### config.mk
export PLATFORM = sky130hd
export DESIGN_NAME = timer_arbiter
export DESIGN_NICKNAME = d
export VERILOG_FILES = /design/src/rtl/timer_arbiter.sv
export SDC_FILE = /design/constraint.sdc
export NUM_CORES = 1
export LEC_CHECK = 0
export ABC_CLOCK_PERIOD_IN_PS = 3950
export BUFFER_PORTS_ARGS = -buffer_cell sky130_fd_sc_hd__buf_4
export CORE_MARGIN = 5
export CORE_UTILIZATION = 51
export CTS_CLUSTER_SIZE = 20
export DETAILED_ROUTE_END_ITERATION = 8
export PLACE_DENSITY_LB_ADDON = 0.3
export SKIP_CTS_REPAIR_TIMING = 1
export SYNTH_ARGS = -nofsm -noshare
export SYNTH_HDL_FRONTEND = slang
export SYNTH_SLANG_ARGS = --single-unit
### constraint.sdc
create_clock -name clk_i -period 3.95 [get_ports clk_i]
set_clock_uncertainty 0.2 [all_clocks]
set_input_delay 0.79 -clock clk_i [delete_from_list [all_inputs] [get_ports clk_i]]
set_output_delay 0.79 -clock clk_i [all_outputs]
set_load 0.02 [all_outputs]
### src/rtl/timer_arbiter.sv
// ============================================================================
// timer_arbiter : round-robin sharing of one millisecond delay timer
// Revision      : 1.0
// ============================================================================
`default_nettype none

module timer_arbiter #(
  parameter int NREQ = 4,
  parameter int TW   = 13
) (
  input  logic               clk_i,
  input  logic               rst_i,
  input  logic [NREQ-1:0]    req_i,
  input  logic [NREQ*TW-1:0] tms_i,
  output logic [NREQ-1:0]    gnt_o,
  output logic [NREQ-1:0]    done_o,
  output logic               busy_o,
  output logic [TW-1:0]      timer_tms_o,
  input  logic               timer_rdy_i
);

  localparam int IW = (NREQ > 1) ? $clog2(NREQ) : 1;

  typedef enum logic [1:0] {
    IDLE = 2'd0,
    RUN  = 2'd1,
    STOP = 2'd2
  } state_t;

  state_t          state_q, state_d;
  logic [IW-1:0]   ptr_q, ptr_d;
  logic [IW-1:0]   sel_q, sel_d;
  logic [NREQ-1:0] gnt_q, gnt_d;
  logic [NREQ-1:0] done_q, done_d;
  logic            busy_q, busy_d;
  logic [TW-1:0]   timer_tms_q, timer_tms_d;

  logic            win_found;
  logic [IW-1:0]   win_idx;
  logic [IW-1:0]   cand;
  logic [TW-1:0]   win_tms;

  // First requester found searching upward from the one after the last served.
  always_comb begin
    win_found = 1'b0;
    win_idx   = '0;
    cand      = '0;
    for (int i = 1; i <= NREQ; i++) begin
      cand = IW'((int'(ptr_q) + i) % NREQ);
      if (!win_found && req_i[cand]) begin
        win_found = 1'b1;
        win_idx   = cand;
      end
    end
    win_tms = tms_i[int'(win_idx)*TW +: TW];
  end

  always_comb begin
    state_d     = state_q;
    ptr_d       = ptr_q;
    sel_d       = sel_q;
    gnt_d       = gnt_q;
    done_d      = '0;
    timer_tms_d = timer_tms_q;
    case (state_q)
      IDLE: begin
        gnt_d       = '0;
        timer_tms_d = '0;
        if (win_found) begin
          sel_d = win_idx;
          ptr_d = win_idx;
          if (win_tms != '0) begin
            state_d     = RUN;
            gnt_d       = NREQ'(1) << win_idx;
            timer_tms_d = win_tms;
          end else begin
            // Zero delay completes immediately without touching the timer.
            state_d = STOP;
            done_d  = NREQ'(1) << win_idx;
          end
        end
      end
      RUN: begin
        if (timer_rdy_i) begin
          state_d     = STOP;
          done_d      = NREQ'(1) << sel_q;
          gnt_d       = '0;
          timer_tms_d = '0;
        end else if (!req_i[sel_q]) begin
          state_d     = STOP;
          gnt_d       = '0;
          timer_tms_d = '0;
        end
      end
      STOP: begin
        state_d     = IDLE;
        gnt_d       = '0;
        timer_tms_d = '0;
      end
      default: begin
        state_d     = IDLE;
        gnt_d       = '0;
        timer_tms_d = '0;
      end
    endcase
    busy_d = (state_d != IDLE);
  end

  always_ff @(posedge clk_i) begin
    if (!rst_i) begin
      state_q     <= IDLE;
      ptr_q       <= IW'(NREQ - 1);
      sel_q       <= '0;
      gnt_q       <= '0;
      done_q      <= '0;
      busy_q      <= 1'b0;
      timer_tms_q <= '0;
    end else begin
      state_q     <= state_d;
      ptr_q       <= ptr_d;
      sel_q       <= sel_d;
      gnt_q       <= gnt_d;
      done_q      <= done_d;
      busy_q      <= busy_d;
      timer_tms_q <= timer_tms_d;
    end
  end

  assign gnt_o       = gnt_q;
  assign done_o      = done_q;
  assign busy_o      = busy_q;
  assign timer_tms_o = timer_tms_q;

endmodule

`default_nettype wire

### Word level (Yosys, flattened, before mapping)

Index checks and enable logic that the tools add are counted.

* register bits: 28
* input bits: 59
* word-level logic and storage cells: 69

* add/subtract/negate cells: 4
* $mul: 1
* order comparisons: 5
* equal/unequal tests: 2
* shift operators: 3
* mux-type cells: 37
* reduce and logical (&&, ||, !) cells: 10

Operators with widths (count)
* $mux 13: 4
* $shiftx 52x7->13: 1
* $mux 4: 7
* $pmux 13 s2: 1
* $mux 2: 8
* $pmux 4 s2: 2
* $lt 2x3->1 const B: 5
* $reduce_bool 13->1: 1
* $bmux 1 s2: 5
* $mux 1: 9
* $shl 1x2->4 const A: 2
* $mul 2x4->6 const B: 1
* $add 2x1->2 const B: 2
* $add 2x2->2 const B: 2
* $pmux 2 s2: 1
* $logic_and 1x1->1: 3
* $logic_not 1->1: 3
* $ne 3x3->1 const B: 1
* $eq 2x1->1 const B: 1
* $logic_not 2->1: 1
* $reduce_and 2->1: 1
* $reduce_bool 2->1: 1

### Longest topological paths before layout

Gate-level depths: netlist of the first run.

* depth in word-level cells: 20
* depth in mapped cells: 9
* mapped depth without buffers: 7

### Least setup slack after synthesis of the first run

Ideal clock, no wire load.

* kind: input to register
* start: input port req_i[3]
* end: register state_q[1]
* arrival time: 2.458 ns
* path slack: 1.232 ns
* stages: 8
* path buffers: 1
* cells stage by stage: nor2b_4 o21a_4 nor3_2 buf_2 mux2i_1 mux2i_1 nor3_4 a41o_1

* word-level cells in the longest chain between the ends: 18
* elaborated cells between the ends (all ways): 32
* classes of those cells: 1 x mul; 1 x shift; 23 x mux; 7 x reduce/logical

RTL lines
* start, declared: RTL line 13 `input logic [NREQ-1:0] req_i,`
* $bmux 1 s2: RTL line 50 `if (!win_found && req_i[cand]) begin`
* $mux 1 (implied by the code): RTL line 50
* $mux 1: RTL line 50
* $logic_not 1->1: RTL line 50
* $logic_and 1x1->1: RTL line 50
* $mux 1: RTL line 50
* $logic_not 1->1: RTL line 50
* $logic_and 1x1->1: RTL line 50
* [2 not listed]
* $logic_and 1x1->1: RTL line 50
* $mux 2: RTL line 50
* $mul 2x4->6: RTL line 55 `win_tms = tms_i[int'(win_idx)*TW +: TW];`
* $shiftx 52x7->13: RTL line 55
* $reduce_bool 13->1: RTL line 72 `if (win_tms != '0) begin`
* $mux 2: RTL line 72
* $mux 2: RTL line 69 `if (win_found) begin`
* $pmux 2 s2 *: RTL line 65 `case (state_q)`
* end signal, assigned: RTL line 119 `state_q <= state_d;`
* end, declared: RTL line 30 `state_t state_q, state_d;`

Mark *: on every way between the ends. The rest lies on a longest branch, timed or not. The select of a mux whose other input is x is not followed.
A chain may end at the register's enable or synchronous reset.

### Worst setup path after layout of the first run

Ends and elaborated chain as after synthesis.

==> flow_metrics.tcl, run 1 <==
set metrics [dict create \
    wirelength_mm 5.47 \
    critPathLaunchType "input port" \
    numCtsBuffers 3 \
    crit_type "input port to flip-flop" \
    antenna_found_initial 0 \
    grt_max_degree 32 \
    drtAntennaViolNets 0 \
    leakagePower_nw 1.09 \
    grt_pass1_wl_mm 8.89 \
    final_util 0.733 \
    first_pass_iters 5 \
    final.setup.worst_slack_ns 1.12 \
    rsz0062_at_grt "false" \
    synth_nets 277 \
    yosysTopAreaCellShare 0.309 \
    period_minus_slack_ns 2.83 \
    synth-seq-area-share 0.309 \
    final_cells 338 \
    avgSynthCellArea_sq_um 8.32 \
    ff2ff_setup_slack_ns 1.29 \
    die-area_sq_um 4850 \
    gp_congestion 0.965 \
    hp-class "flip-flop to flip-flop" \
    nets 352 \
    fp.dieW_um 69.6 \
    place_ws_ns 0.794 \
    outcome "finished, final reports clean" \
    cap_violations 0 \
    cts_tree "yes" \
    hpwl_mm 4.35 \
    gr-usage-all-layers 0.219 \
    synth_largest_area_cell "dfxtp_1" \
    synth_top_family_by_area "compound AO/OA/AOI/OAI gates" \
    clockBufferDepth 2 \
    worstPathRequired_ns 4.04 \
    setup_violations 0 \
    drive_gt1_frac 0.346 \
    cts_root_buffer "clkbuf_4" \
    htreeDepth 1 \
    synth-xor-area-share 0 \
    netlist_instances 218 \
    synthAdderAreaFrac 0 \
    floorplan.initialDensity 0.535 \
    clkTransAtPathRegs_ns 0.15 \
    core_area_sq_um 3390 \
    grt_pass1_vias 1869 \
    yosys-top-cells-area "dfxtp_1, o31a_1, nand2_1, a211oi_1, a211oi_2" \
    ios 81 \
    arrival_ns 2.91 \
    syn2layout_area_growth_pct 37.0 \
    worstSetupEndpointType "flip-flop" \
    slew_headroom 0.404 \
    drc 0 \
    finalHoldViolCount 0 \
    irDropWorstVdd_mv 0.287 \
    fin_crit_sh 0.716 \
    gr-total-overflow 0 \
    tightestPinTransition_ns 0.885 \
    dr_total_vias 2002 \
    io_buffers 80 \
    synth-seq-cells 28 \
    routed_via_density 5.92 \
    synthMuxAreaShare 0.0517 \
    power_mw 0.982 \
    n_antenna_cell 0 \
    power.density_nw_per_um2 395 \
    clock_sinks 28 \
    synthSimpleGateAreaFrac 0.249 \
    synthesis.area_sq_um 1810 \
    synth_warnings 0 \
    wl_per_cell_um 16.2 \
    rows 21 \
    synth-compound-area-share 0.347 \
    slew_viol_final 0 \
    clk_latency_ns 0.33 \
    ys_types 45 \
    place_inst 334 \
    fin_tns_setup_ns 0 \
    critPathMaxFanout 31 \
    die_y_um 69.6 \
    drtIter0Drc 158 \
    fmax_mhz 354 \
]
[stage by stage]
step	area, sq um	hold WS (ns)
2_1_floorplan	1810	0.296
6_report	2490	0.261
4_1_cts	2490	0.265
5_1_grt	2490	0.288
3_5_place_dp	2430	0.241
3_3_place_gp	2430	0.239
[worst max-delay path, stage by stage]
cell     delay, ns
buf_4         0.13
nor2b_4       0.13
o21a_4        0.28
nor3_4        0.16
buf_4         0.36
mux2i_1       0.24
mux2i_1       0.17
nor3_4        0.43
a41o_1        0.22
[sequential cells by signal, indices dropped and copies added (netlist names)]
name         count
sel_q            2
gnt_o            4
state_q          2
ptr_q            2
busy_o           1
done_o           4
timer_tms_o     13
[Yosys cell counts (all sizes together)]
cell type  count
a22oi          3
a32oi          1
o31ai          5
o22a           2
and3           4
nor3b          2
o31a          15
mux2i          6
clkbuf         8
nor3           8
nand3         11
a41o           1
a211oi        17
nor2          16
a21boi         2
o22ai          2
dfxtp         28
a21oi          9
a211o          1
a21o           1
and2           3
nor2b          4
o21ai          6
nand2         28
mux2           1
a31oi          4
mux4           1
inv            1
buf            6
nor4           7
o21a           2
and4           1
nand2b         5
a31o           4
a32o           3
[power breakdown]
group          internal (mW)  total [mW]  leakage [nW]  switching [mW]
registers              0.322       0.357         0.230          0.0343
logic                  0.191       0.436         0.831           0.245
clock network          0.103       0.189        0.0279          0.0860
total                  0.616       0.982          1.09           0.365
[routing by layer]
metal | share of wire | vias to the layer above | global-route usage
met5 | 0 | - | 0
met4 | 0.0055 | 0 | 0.0383
met3 | 0.094 | 4 | 0.0551
met2 | 0.48 | 96 | 0.362
met1 | 0.42 | 914 | 0.290
li1 | - | 988 | -
[worst paths after layout]
kind,start,end,cells after the start
setup / recovery,req_i[3],state_q[1]$_SDFF_PN0_,9
hold / removal,timer_tms_o[0]$_SDFFE_PN0P_,timer_tms_o[0]$_SDFFE_PN0P_,2
setup reg to reg,ptr_q[0]$_SDFFE_PN1P_,state_q[1]$_SDFF_PN0_,9
hold reg to reg,timer_tms_o[0]$_SDFFE_PN0P_,timer_tms_o[0]$_SDFFE_PN0P_,2
[cell usage in the layout, fill, tap and decap left out, types with 5 or more instances in the layout]
| master | Yosys | final |
|---|---|---|
| mux2i_1 | 6 | 6 |
| o21ai_0 | 5 | 5 |
| nor3_1 | 6 | 6 |
| a211oi_1 | 11 | 11 |
| o31ai_1 | 5 | 5 |
| o31a_1 | 15 | 15 |
| a211oi_2 | 5 | 5 |
| buf_4 | 1 | 84 |
| nand2_1 | 28 | 28 |
| nor2_1 | 16 | 16 |
| a21oi_1 | 8 | 8 |
| nor4_1 | 7 | 7 |
| nand3_1 | 11 | 11 |
| nand2b_1 | 5 | 5 |
| dfxtp_1 | 28 | 28 |
[area by class of cell]
| cell class | instances | area [sq um] |
|---|---|---|
| Fill cell | 285 | 903 |
| Sequential cell | 28 | 561 |
| Clock buffer | 3 | 22.5 |
| Timing Repair Buffer | 84 | 631 |
| Inverter | 1 | 3.75 |
| Multi-Input combinational cell | 175 | 1180 |
| Clock inverter | 1 | 30.0 |
| Tap cell | 46 | 57.6 |
[kinds of logic after synthesis]
logic type      Yosys count
flops                    28
mux                       8
simple gates             89
compound gates           78
buf+inv                  15
(Power assumes the default switching activity.)
==> run 2: changes to the inputs <==
--- a/config.mk
+++ b/config.mk
@@ -5,10 +5,10 @@
 export SDC_FILE = /design/constraint.sdc
 export NUM_CORES = 1
 export LEC_CHECK = 0
-export ABC_CLOCK_PERIOD_IN_PS = 3950
+export ABC_CLOCK_PERIOD_IN_PS = 2400
 export BUFFER_PORTS_ARGS = -buffer_cell sky130_fd_sc_hd__buf_4
 export CORE_MARGIN = 5
-export CORE_UTILIZATION = 51
+export CORE_UTILIZATION = 43
 export CTS_CLUSTER_SIZE = 20
 export DETAILED_ROUTE_END_ITERATION = 8
 export PLACE_DENSITY_LB_ADDON = 0.3
==> constraint.sdc (replaced) <==
create_clock -name clk_i -period 2.4 [get_ports clk_i]
set_clock_uncertainty 0.2 [all_clocks]
set_input_delay 0.48 -clock clk_i [delete_from_list [all_inputs] [get_ports clk_i]]
set_output_delay 0.48 -clock clk_i [all_outputs]
set_load 0.02 [all_outputs]
==> flow_metrics.tcl, run 2 (same netlist as run 1, synthesis figures left out) <==
set metrics [dict create \
    clkTransAtPathRegs_ns 0.10 \
    antenna_found_initial 0 \
    slew_headroom 0.664 \
    numCtsBuffers 3 \
    layout_commonest_cell "buf_4" \
    fmax_mhz 417 \
    critPathLaunchType "flip-flop" \
    drtAntennaViolNets 0 \
    drive_gt1_frac 0.477 \
    final_cells 383 \
    floorplan.initialDensity 0.447 \
    largest_register_ffs 13 \
    grt_pass1_wl_mm 9.49 \
    met3_usage 0.0427 \
    worstSetupEndpointType "flip-flop" \
    fin_tns_setup_ns 0 \
    tightestPinTransition_ns 0.502 \
    hpwl_mm 4.95 \
    gr-total-overflow 0 \
    htreeDepth 1 \
    cap_violations 0 \
    io_buffers 80 \
    fp.dieW_um 75.0 \
    grt_use_met1 0.270 \
    die-area_sq_um 5620 \
    drc 0 \
    wl_per_cell_um 16.9 \
    rows 23 \
    clk_latency_ns 0.28 \
    grt_util_met2 0.393 \
    slew_viol_final 0 \
    cts_tree "yes" \
    finalHoldViolCount 0 \
    gp_congestion 0.874 \
    fin_crit_sh 0.999 \
    power_mw 1.93 \
    rsz0062_at_grt "true" \
    cts_root_buffer "clkbuf_8" \
    power.density_nw_per_um2 655 \
    routed_via_density 5.80 \
    drtIter0Drc 122 \
    grt_max_degree 17 \
    outcome "finished, final reports clean" \
    top_usage_layer "met2" \
    setup_violations 0 \
    holdPathStages 2 \
    syn2layout_area_growth_pct 62.5 \
    clockBufferDepth 2 \
    core_area_sq_um 4060 \
    clock_sinks 28 \
    arrival_ns 2.38 \
    leakagePower_nw 1.33 \
    period_minus_slack_ns 2.40 \
    nets 393 \
    wirelength_mm 6.49 \
    r2r_cells 9 \
    worstPathRequired_ns 2.38 \
    grt_pass1_vias 2084 \
    hp-class "input port to flip-flop" \
    critPathMaxFanout 9 \
    place_inst 376 \
    dr_total_vias 2223 \
    gr-usage-all-layers 0.222 \
    crit_type "flip-flop to flip-flop" \
    irDropWorstVdd_mv 0.436 \
    ios 81 \
    mostFrequentLayoutCells "buf_4, nand2_1, dfxtp_1, nor2_1, o31a_1" \
    die_y_um 75.0 \
    n_antenna_cell 0 \
    first_pass_iters 4 \
]
run 2: path summary, 6_finish.rpt:
| check | start | to | slack, ns |
|---|---|---|---|
| worst max-delay path | ptr_q[0]$_SDFFE_PN1P_ | done_o[1]$_SDFF_PN0_ | 0.002 |
| worst min-delay path | rst_i | ptr_q[0]$_SDFFE_PN1P_ | 0.23 |
| worst max register to register | ptr_q[0]$_SDFFE_PN1P_ | done_o[1]$_SDFF_PN0_ | 0.002 |
| worst min register to register | timer_tms_o[4]$_SDFFE_PN0P_ | timer_tms_o[4]$_SDFFE_PN0P_ | 0.26 |
run 2: worst max-delay path: stages (launching register included):
cell and delay (ns):
dfxtp_2 0.38, nand2b_1 0.22, nor2_1 0.09, a211oi_2 0.34
buf_4 0.25, a211oi_2 0.06, o22ai_1 0.32, nor3_4 0.04
buf_4 0.17, a31o_1 0.20
run 2: final cells by class:
cell class                 count  area [sq um]
inverter                       1          3.75
tap                           50          62.6
timing repair buffer         125           975
clock buffer                   3          41.3
sequential                    28           562
fill                         287          1110
multi-input combinational    175          1270
clock inverter                 1          30.0
run 2: per-layer routing:
metal  part of all wire  vias up
li1                   -     1065
met4              0.026        0
met3              0.085       15
met5                  0        -
met2               0.50      102
met1               0.39     1041
run 2: per-stage QoR:
stage / setup slack (ns) / hold slack, ns / instance area, sq um / utilization
2_1_floorplan: 0.00428 / 0.296 / 1820 / -
3_3_place_gp: -0.224 / 0.239 / 2750 / 0.677
3_5_place_dp: -0.334 / 0.243 / 2750 / 0.677
4_1_cts: -0.0638 / 0.236 / 2820 / 0.695
5_1_grt: -0.0770 / 0.235 / 2950 / 0.726
6_report: 0.00170 / 0.229 / 2950 / 0.726
run 2: power breakdown:
part / internal [mW] / switching (mW)
registers: 0.531 / 0.0532
clock network: 0.224 / 0.159
logic: 0.481 / 0.483
total: 1.24 / 0.695
